<file path="src/rtl/hazard_scoreboard_unit.sv">
// Per-register busy scoreboard: countdown counters loaded on issue gate the ID stage,
// with forwarding-aware latencies, memory-stall freeze and a saturating stall counter.
module hazard_scoreboard_unit #(
    parameter int REG_ADDR_W   = 5,
    parameter int LAT_NOFWD    = 2,
    parameter int LAT_FWD_LOAD = 1,
    parameter int LAT_FWD_ALU  = 0,
    parameter int STALL_CNT_W  = 16
) (
    input  logic                         clk,
    input  logic                         rst,
    input  logic                         mode,
    input  logic                         freeze,
    input  logic                         id_valid,
    input  logic [REG_ADDR_W-1:0]        src1,
    input  logic [REG_ADDR_W-1:0]        src2,
    input  logic                         is_single_src,
    input  logic                         is_BNE,
    input  logic [REG_ADDR_W-1:0]        id_dest,
    input  logic                         id_WB_EN,
    input  logic                         id_MEM_R_EN,
    output logic                         hazard_Detected,
    output logic [(2**REG_ADDR_W)-1:0]   busy_mask,
    output logic [STALL_CNT_W-1:0]       stall_count
);

    localparam int NUM_REGS    = 2**REG_ADDR_W;
    localparam int LAT_FWD_MAX = (LAT_FWD_LOAD > LAT_FWD_ALU) ? LAT_FWD_LOAD : LAT_FWD_ALU;
    localparam int LAT_MAX     = (LAT_NOFWD > LAT_FWD_MAX) ? LAT_NOFWD : LAT_FWD_MAX;
    localparam int CNT_W       = ($clog2(LAT_MAX + 32'sd1) < 32'sd1) ? 32'sd1 : $clog2(LAT_MAX + 32'sd1);

    localparam logic [CNT_W-1:0]       CNT_ZERO   = {CNT_W{1'b0}};
    localparam logic [CNT_W-1:0]       CNT_ONE    = CNT_W'(1'b1);
    localparam logic [CNT_W-1:0]       L_NOFWD    = CNT_W'(LAT_NOFWD);
    localparam logic [CNT_W-1:0]       L_FWD_LOAD = CNT_W'(LAT_FWD_LOAD);
    localparam logic [CNT_W-1:0]       L_FWD_ALU  = CNT_W'(LAT_FWD_ALU);
    localparam logic [STALL_CNT_W-1:0] STALL_MAX  = {STALL_CNT_W{1'b1}};
    localparam logic [STALL_CNT_W-1:0] STALL_ONE  = STALL_CNT_W'(1'b1);

    logic [CNT_W-1:0]       cnt_r      [NUM_REGS];
    logic [CNT_W-1:0]       cnt_next_s [NUM_REGS];
    logic [NUM_REGS-1:0]    busy_s;
    logic [NUM_REGS-1:0]    busy_mask_r;
    logic [STALL_CNT_W-1:0] stall_count_r;
    logic                   uses_src2_s;
    logic                   hazard_s;
    logic                   issue_s;
    logic [CNT_W-1:0]       lat_s;

    // Live busy view of each register; R0 can never be busy.
    always_comb begin
        busy_s = {NUM_REGS{1'b0}};
        for (int r = 1; r < NUM_REGS; r++) begin
            busy_s[r] = (cnt_r[r] != CNT_ZERO);
        end
    end

    // Hazard and issue decisions for the instruction sitting in ID.
    always_comb begin
        uses_src2_s = !is_single_src || is_BNE;
        hazard_s    = id_valid && (busy_s[src1] || (uses_src2_s && busy_s[src2]));
        issue_s     = id_valid && !hazard_s && !freeze && id_WB_EN &&
                      (id_dest != {REG_ADDR_W{1'b0}});
    end

    // Busy latency for the issuing writer.
    always_comb begin
        case ({mode, id_MEM_R_EN})
            2'b10:   lat_s = L_FWD_ALU;
            2'b11:   lat_s = L_FWD_LOAD;
            default: lat_s = L_NOFWD;
        endcase
    end

    // Countdown with youngest-writer reload; everything holds while frozen.
    always_comb begin
        if (!freeze) begin
            for (int r = 0; r < NUM_REGS; r++) begin
                if (issue_s && (id_dest == REG_ADDR_W'(r))) begin
                    cnt_next_s[r] = lat_s;
                end else if (cnt_r[r] != CNT_ZERO) begin
                    cnt_next_s[r] = cnt_r[r] - CNT_ONE;
                end else begin
                    cnt_next_s[r] = cnt_r[r];
                end
            end
        end else begin
            for (int r = 0; r < NUM_REGS; r++) begin
                cnt_next_s[r] = cnt_r[r];
            end
        end
    end

    // Scoreboard state, registered busy mask and saturating stall counter.
    always_ff @(posedge clk or posedge rst) begin
        if (rst) begin
            for (int r = 0; r < NUM_REGS; r++) begin
                cnt_r[r] <= CNT_ZERO;
            end
            busy_mask_r   <= {NUM_REGS{1'b0}};
            stall_count_r <= {STALL_CNT_W{1'b0}};
        end else begin
            for (int r = 0; r < NUM_REGS; r++) begin
                cnt_r[r] <= cnt_next_s[r];
            end
            busy_mask_r[0] <= 1'b0;
            for (int r = 1; r < NUM_REGS; r++) begin
                busy_mask_r[r] <= (cnt_next_s[r] != CNT_ZERO);
            end
            if (hazard_s && !freeze && (stall_count_r != STALL_MAX)) begin
                stall_count_r <= stall_count_r + STALL_ONE;
            end else begin
                stall_count_r <= stall_count_r;
            end
        end
    end

    assign hazard_Detected = hazard_s;
    assign busy_mask       = busy_mask_r;
    assign stall_count     = stall_count_r;

endmodule

</file>
<file path="config.mk">
export PLATFORM = sky130hd
export DESIGN_NAME = hazard_scoreboard_unit
export DESIGN_NICKNAME = d
export VERILOG_FILES = /design/src/rtl/hazard_scoreboard_unit.sv
export SDC_FILE = /design/constraint.sdc
export NUM_CORES = 1
export LEC_CHECK = 0
export ABC_AREA = 1
export BUFFER_PORTS_ARGS = -buffer_cell sky130_fd_sc_hd__buf_2
export CAP_MARGIN = 40
export CORE_MARGIN = 3
export CORE_UTILIZATION = 50
export CTS_CLUSTER_SIZE = 28
export DETAILED_ROUTE_END_ITERATION = 7
export PLACE_DENSITY = 0.76
export SLEW_MARGIN = 20
export SYNTH_ARGS = -nofsm -noshare
export SYNTH_HDL_FRONTEND = slang
export SYNTH_SLANG_ARGS = --single-unit
</file>
<file path="constraint.sdc">
create_clock -name clk -period 10.31 [get_ports clk]
set_clock_uncertainty 0.05 [all_clocks]
set_input_delay 1.5465 -clock clk [delete_from_list [all_inputs] [get_ports clk]]
set_output_delay 1.5465 -clock clk [all_outputs]
set_load 0.03 [all_outputs]
</file>
# Word-level counts from Yosys, hierarchy flattened
# Index checks and enable logic that the tools add are counted.
# classes
n_addsub,32
n_lt_le_gt_ge,2
eq_ne,34
n_mux,68
n_reduce_logical,107
# op_table
op,n
$mux W2,62
$reduce_bool A2 Y1,62
$eq A5 B5 Y1 const B,16
$mux W62,1
$sub A2 B1 Y2 const B,31
$eq A5 B4 Y1 const B,8
$logic_and A1 B1 Y1,39
$eq A5 B3 Y1 const B,4
$add A16 B1 Y16 const B,1
$ne A16 B16 Y1 const B,1
$lt A5 B6 Y1 const B,2
$bmux W1 S5,2
$eq A5 B2 Y1 const B,2
$eq A5 B1 Y1 const B,1
$reduce_bool A5 Y1,1
$eq A2 B2 Y1 const B,2
$pmux W2 S2,1
$logic_not A1 Y1,3
$logic_or A1 B1 Y1,2
$mux W1,2
# word_totals
register_bits,109
inputBits,24
output_inout_bits,49
elab_cells,276

# Logic depth before layout (Yosys ltp)
# depth
ltp_word,15
ltp_mapped,18
mapped_depth_nobuf,16

# Worst setup path before layout
# OpenSTA, ideal clock, no wires.
# synth_timing
path_type,input -> output
from,input src1[0]
to,output hazard_Detected
arrival_time_ns,3.062
t_required_ns,8.714
slack_ns,5.652
stages,12
n_path_buf,3
path_cell_list,buf_4 > inv_2 > buf_4 > o21ai_0 > nand3_1 > nand3_1 > nand2_1 > nand2_1 > nand3_1 > nand2_2 > buf_2 > a21oi_1
# synth_via
elab_chain_cells,4
# synth_rtl
item,line_no,source
"start, declared",15,"input logic [REG_ADDR_W-1:0] src1,"
$bmux W1 S5,61,hazard_s = id_valid && (busy_s[src1] || (uses_src2_s && busy_s[src2]));
$mux W1 (not written as such),61,
$logic_or A1 B1 Y1,61,
$logic_and A1 B1 Y1,61,
"end, declared",22,"output logic hazard_Detected,"
# Every way passes these cells. The select of a mux whose other input is x is not followed.

# Worst setup path after layout
# Ends and elaborated chain as after synthesis.

==> results.md <==
* Synthesized area per cell at 6.59 um2
* Global routing met1 resource utilization at 0.323
* Synthesized instance count at 1023
* Cell Count, Final, Fillers Out at ~1200
* Measured slew at the worst slew-check pin at 0.730 ns
* Clock tree from TritonCTS: done
* Minimum period implied by the final worst setup slack at a little over 5 ns
* Worst reg-to-reg setup slack at roughly 7.1 ns
* Worst setup EP type: output port
* Dpl cells at 1228
* Delay of the slowest critical-path stage at 0.42 ns
* Worst relative slew slack at 0.512
* DRC violation count after routing at 0
* Iteration-0 DRC count of the detailed router at between 600 and 700
* Total GRT Usage at 0.241
* Setup Viol. Count Final at 0
* Highest-utilization routing layer at the global route stage: met2
* Clock latency on the worst-skew pair at between 0.3 and 0.4 ns
* Beginning of the worst hold path: stall_count[7]
* Source of the worst register-to-register timing path: cnt_r[8]
* Horiz. Die Dim at ~120 um
* Async SR Flop Fraction at 1.00
* Post-synth top flop: sky130_fd_sc_hd__dfrtp_1
* Max Transition Viols Final at 0
* Post-synthesis instance area at a little under 0.007 mm2
* Setup CP Type: input port to output port
* Postcts setup bufs at 0
* Worst Setup Start Kind: input port
* Critical path fanouts, max at 34
* Post-cts hold buffer count at 0
* RePlAce Congestion at between 0.9 and 1
* Count of distinct cell types in the synthesized netlist at 32
* Dominant cell type by area after synthesis: sky130_fd_sc_hd__dfrtp_1
* Signal arrival time at the worst endpoint at 3.57 ns
* Pwr dens at approximately 120 mW/mm2
* Required time of the critical path at between 8 and 9 ns
* Endpoint of the worst hold path: stall_count[7]
* Sequential fraction of the synthesis area at 0.405
* Setup TNS at 0 ns
* Met3 track utilization from global routing at 0.0478
* Synthesized netlist net count at 1048
* Via density at a little over 5
* Number of inserted diodes at 0
* Wire length of the first global-routing pass at between 20 and 30 mm
* Nets at 1092
* Floorplan row count at between 40 and 50
* Pre-antenna DRT Iters at 6
* Final hold violation count at 0
* Buffers on Ports at between 70 and 80
* Ordered list of cells on the worst path: buf_2 -> inv_2 -> o21ai_0 -> nand3_1 -> nand3_1 -> nand2_1 -> nand2_1 -> nand3_1 -> nand2_2 -> a21oi_1 -> buf_2
* Leakage dissipation at between 3 and 4 nW
* Clock sink total at between 100 and 150
* Power Total at slightly above 0.0009 W
* Initial cell density of the core at 0.523
* Area contributors post-synth: sky130_fd_sc_hd__dfrtp_1, sky130_fd_sc_hd__nand2_1, sky130_fd_sc_hd__nand3_1, sky130_fd_sc_hd__inv_1, sky130_fd_sc_hd__nand4_1
* Number of global-route vias before repair at about 5900
* Max Fclk at between 150 and 200 MHz
* Antenna Nets Post-Route at 0
* Clock slew at reported path FFs at around 0.070 ns
* Num CTS Buffers at 9
* RR Endpoint: busy_mask[29]
* Die height at 122 um
* Register bit total from synthesis at about 110
* Placeable core region at 0.0129 mm2
* Overflow left after global routing at 0
* Clock Path Buffers at 2
* Layout cells sized above 1 at 0.137
* Boundary Pins at between 70 and 80
* Maximum number of pins on one net before global-route repair at 65
* # resized after CTS at 0
* Standard cell with the maximum stage delay on the critical path: sky130_fd_sc_hd__nand2_2
* Vias after detailed routing at roughly 6300
* Number of cells on the worst hold path at 1
* Area overhead of the layout relative to synthesis at 10.6%
* Worst R2R Path Depth at 15
* DRT Wirelength at between 15 and 20 mm
* Total number of yosys warnings at 0
* Critical path's most frequent cell: sky130_fd_sc_hd__nand3_1
* Kind of path behind the tightest hold check: register to register
* Share of the synthesized area in the top cell type at 0.405
* RSZ-0062 raised after global routing: no
* Die Footprint at 0.0149 mm2
* Final cycle utilization of the critical path at 0.501
* Maxcap violations at 0
* Worst ir drop on vdd at around 0.00012 V
* Filler cell count in the final layout at ~1300
* Number of enable flip-flop cells after synthesis at 0
* Root buffer cell: sky130_fd_sc_hd__clkbuf_16
* Result of the run: complete, no violations
* HPWL Detailed at 12.0 mm
* Number of antenna violations at the first check in global routing at 0
* Routed wire length per instance at between 10 and 15 um
* # H-tree levels at 3
* Met2 routing resource usage after global routing at 0.387
[metal layers]
layer	up-vias	part of all wire	routed length (um)
li1	3242	-	-
met1	2836	0.45	7510
met5	-	0	0
met3	33	0.069	1160
met2	220	0.46	7680
met4	0	0.028	470
[cells in the final DEF (no fill, tap or decap), types with 3 or more instances in the layout]
cell / instances
sky130_fd_sc_hd__inv_2: 16
sky130_fd_sc_hd__nor2_2: 31
sky130_fd_sc_hd__nand4_1: 32
sky130_fd_sc_hd__nand2_1: 414
sky130_fd_sc_hd__nand3_1: 115
sky130_fd_sc_hd__nor2_1: 39
sky130_fd_sc_hd__clkbuf_16: 9
sky130_fd_sc_hd__buf_2: 71
sky130_fd_sc_hd__o21ai_1: 13
sky130_fd_sc_hd__dfrtp_1: 109
sky130_fd_sc_hd__o21ai_0: 32
sky130_fd_sc_hd__xnor2_1: 7
sky130_fd_sc_hd__nor3_1: 11
sky130_fd_sc_hd__xor2_1: 7
sky130_fd_sc_hd__nand2_2: 3
sky130_fd_sc_hd__inv_1: 136
[stage by stage]
stage | hold slack (ns) | util | setup WS (ns) | cell area, um2
2_1_floorplan | 0.438 | - | 5.65 | 6740
3_3_place_gp | 0.435 | 0.552 | 5.25 | 7110
3_5_place_dp | 0.435 | 0.556 | 5.22 | 7160
4_1_cts | 0.451 | 0.579 | 5.18 | 7450
5_1_grt | 0.464 | 0.579 | 4.98 | 7450
6_report | 0.452 | 0.579 | 5.14 | 7450
[power breakdown]
part / switching, W / internal, W
logic: 0.0000965 / 0.0000326
clock network: 0.000159 / 0.000179
registers: 0.0000143 / 0.000440
[worst max-delay path by stage]
stage	start	endpoint	depth (start not counted)	slack [ns]
after detailed placement	src1[0]	hazard_Detected	11	5.22
after CTS	src1[0]	hazard_Detected	11	5.18
final	src1[0]	hazard_Detected	11	5.14
after global placement	src1[0]	hazard_Detected	12	5.25
after floorplan	src1[0]	hazard_Detected	12	5.65
after global routing	src1[0]	hazard_Detected	11	4.98
[cells by family after synthesis]
family,count (synthesis),synth area share
simple gates,654,0.420
xor+xnor,14,0.0182
other cells,1,0.000557
flops,109,0.405
buf+inv,195,0.117
fa+ha+maj,1,0.00186
compound gates,49,0.0377
[flip-flops by register name, indices dropped and copies added (netlist names)]
| signal | flops |
|---|---|
| busy_mask | 31 |
| stall_count | 16 |
| cnt_r | 62 |
[synth_stat cells (2+ instances only)]
master and count:
sky130_fd_sc_hd__buf_2 10, sky130_fd_sc_hd__nor2_2 31, sky130_fd_sc_hd__nand3_1 115, sky130_fd_sc_hd__xnor2_1 7
sky130_fd_sc_hd__xor2_1 7, sky130_fd_sc_hd__nand4_1 32, sky130_fd_sc_hd__buf_6 3, sky130_fd_sc_hd__nand3_4 2
sky130_fd_sc_hd__dfrtp_1 109, sky130_fd_sc_hd__o21ai_1 13, sky130_fd_sc_hd__nor3_1 11, sky130_fd_sc_hd__inv_2 16
sky130_fd_sc_hd__nand2_2 2, sky130_fd_sc_hd__nand2_1 415, sky130_fd_sc_hd__nor2_1 39, sky130_fd_sc_hd__buf_4 3
sky130_fd_sc_hd__or2_2 2, sky130_fd_sc_hd__inv_1 137, sky130_fd_sc_hd__o21ai_0 32, sky130_fd_sc_hd__clkbuf_1 15
sky130_fd_sc_hd__o211ai_1 2, sky130_fd_sc_hd__buf_1 10
[layout make-up]
type / instances / area, um2 / area share
clock buffer: 11 / 253 / 0.0339
clock inverter: 5 / 41.3 / 0.00554
inverter: 153 / 577 / 0.0774
multi-input combinational: 719 / 3220 / 0.433
sequential: 109 / 2730 / 0.366
tap: 172 / 215 / 0.0289
timing repair buffer: 75 / 413 / 0.0554
[critical path, delay by kind of cell]
kind	cells	cell delay, ns
AND/OR/NAND/NOR	6	0.82
buffers and inverters	3	0.68
AO/OA/AOI/OAI	2	0.51
No activity file was read; power rests on OpenSTA's default activity.
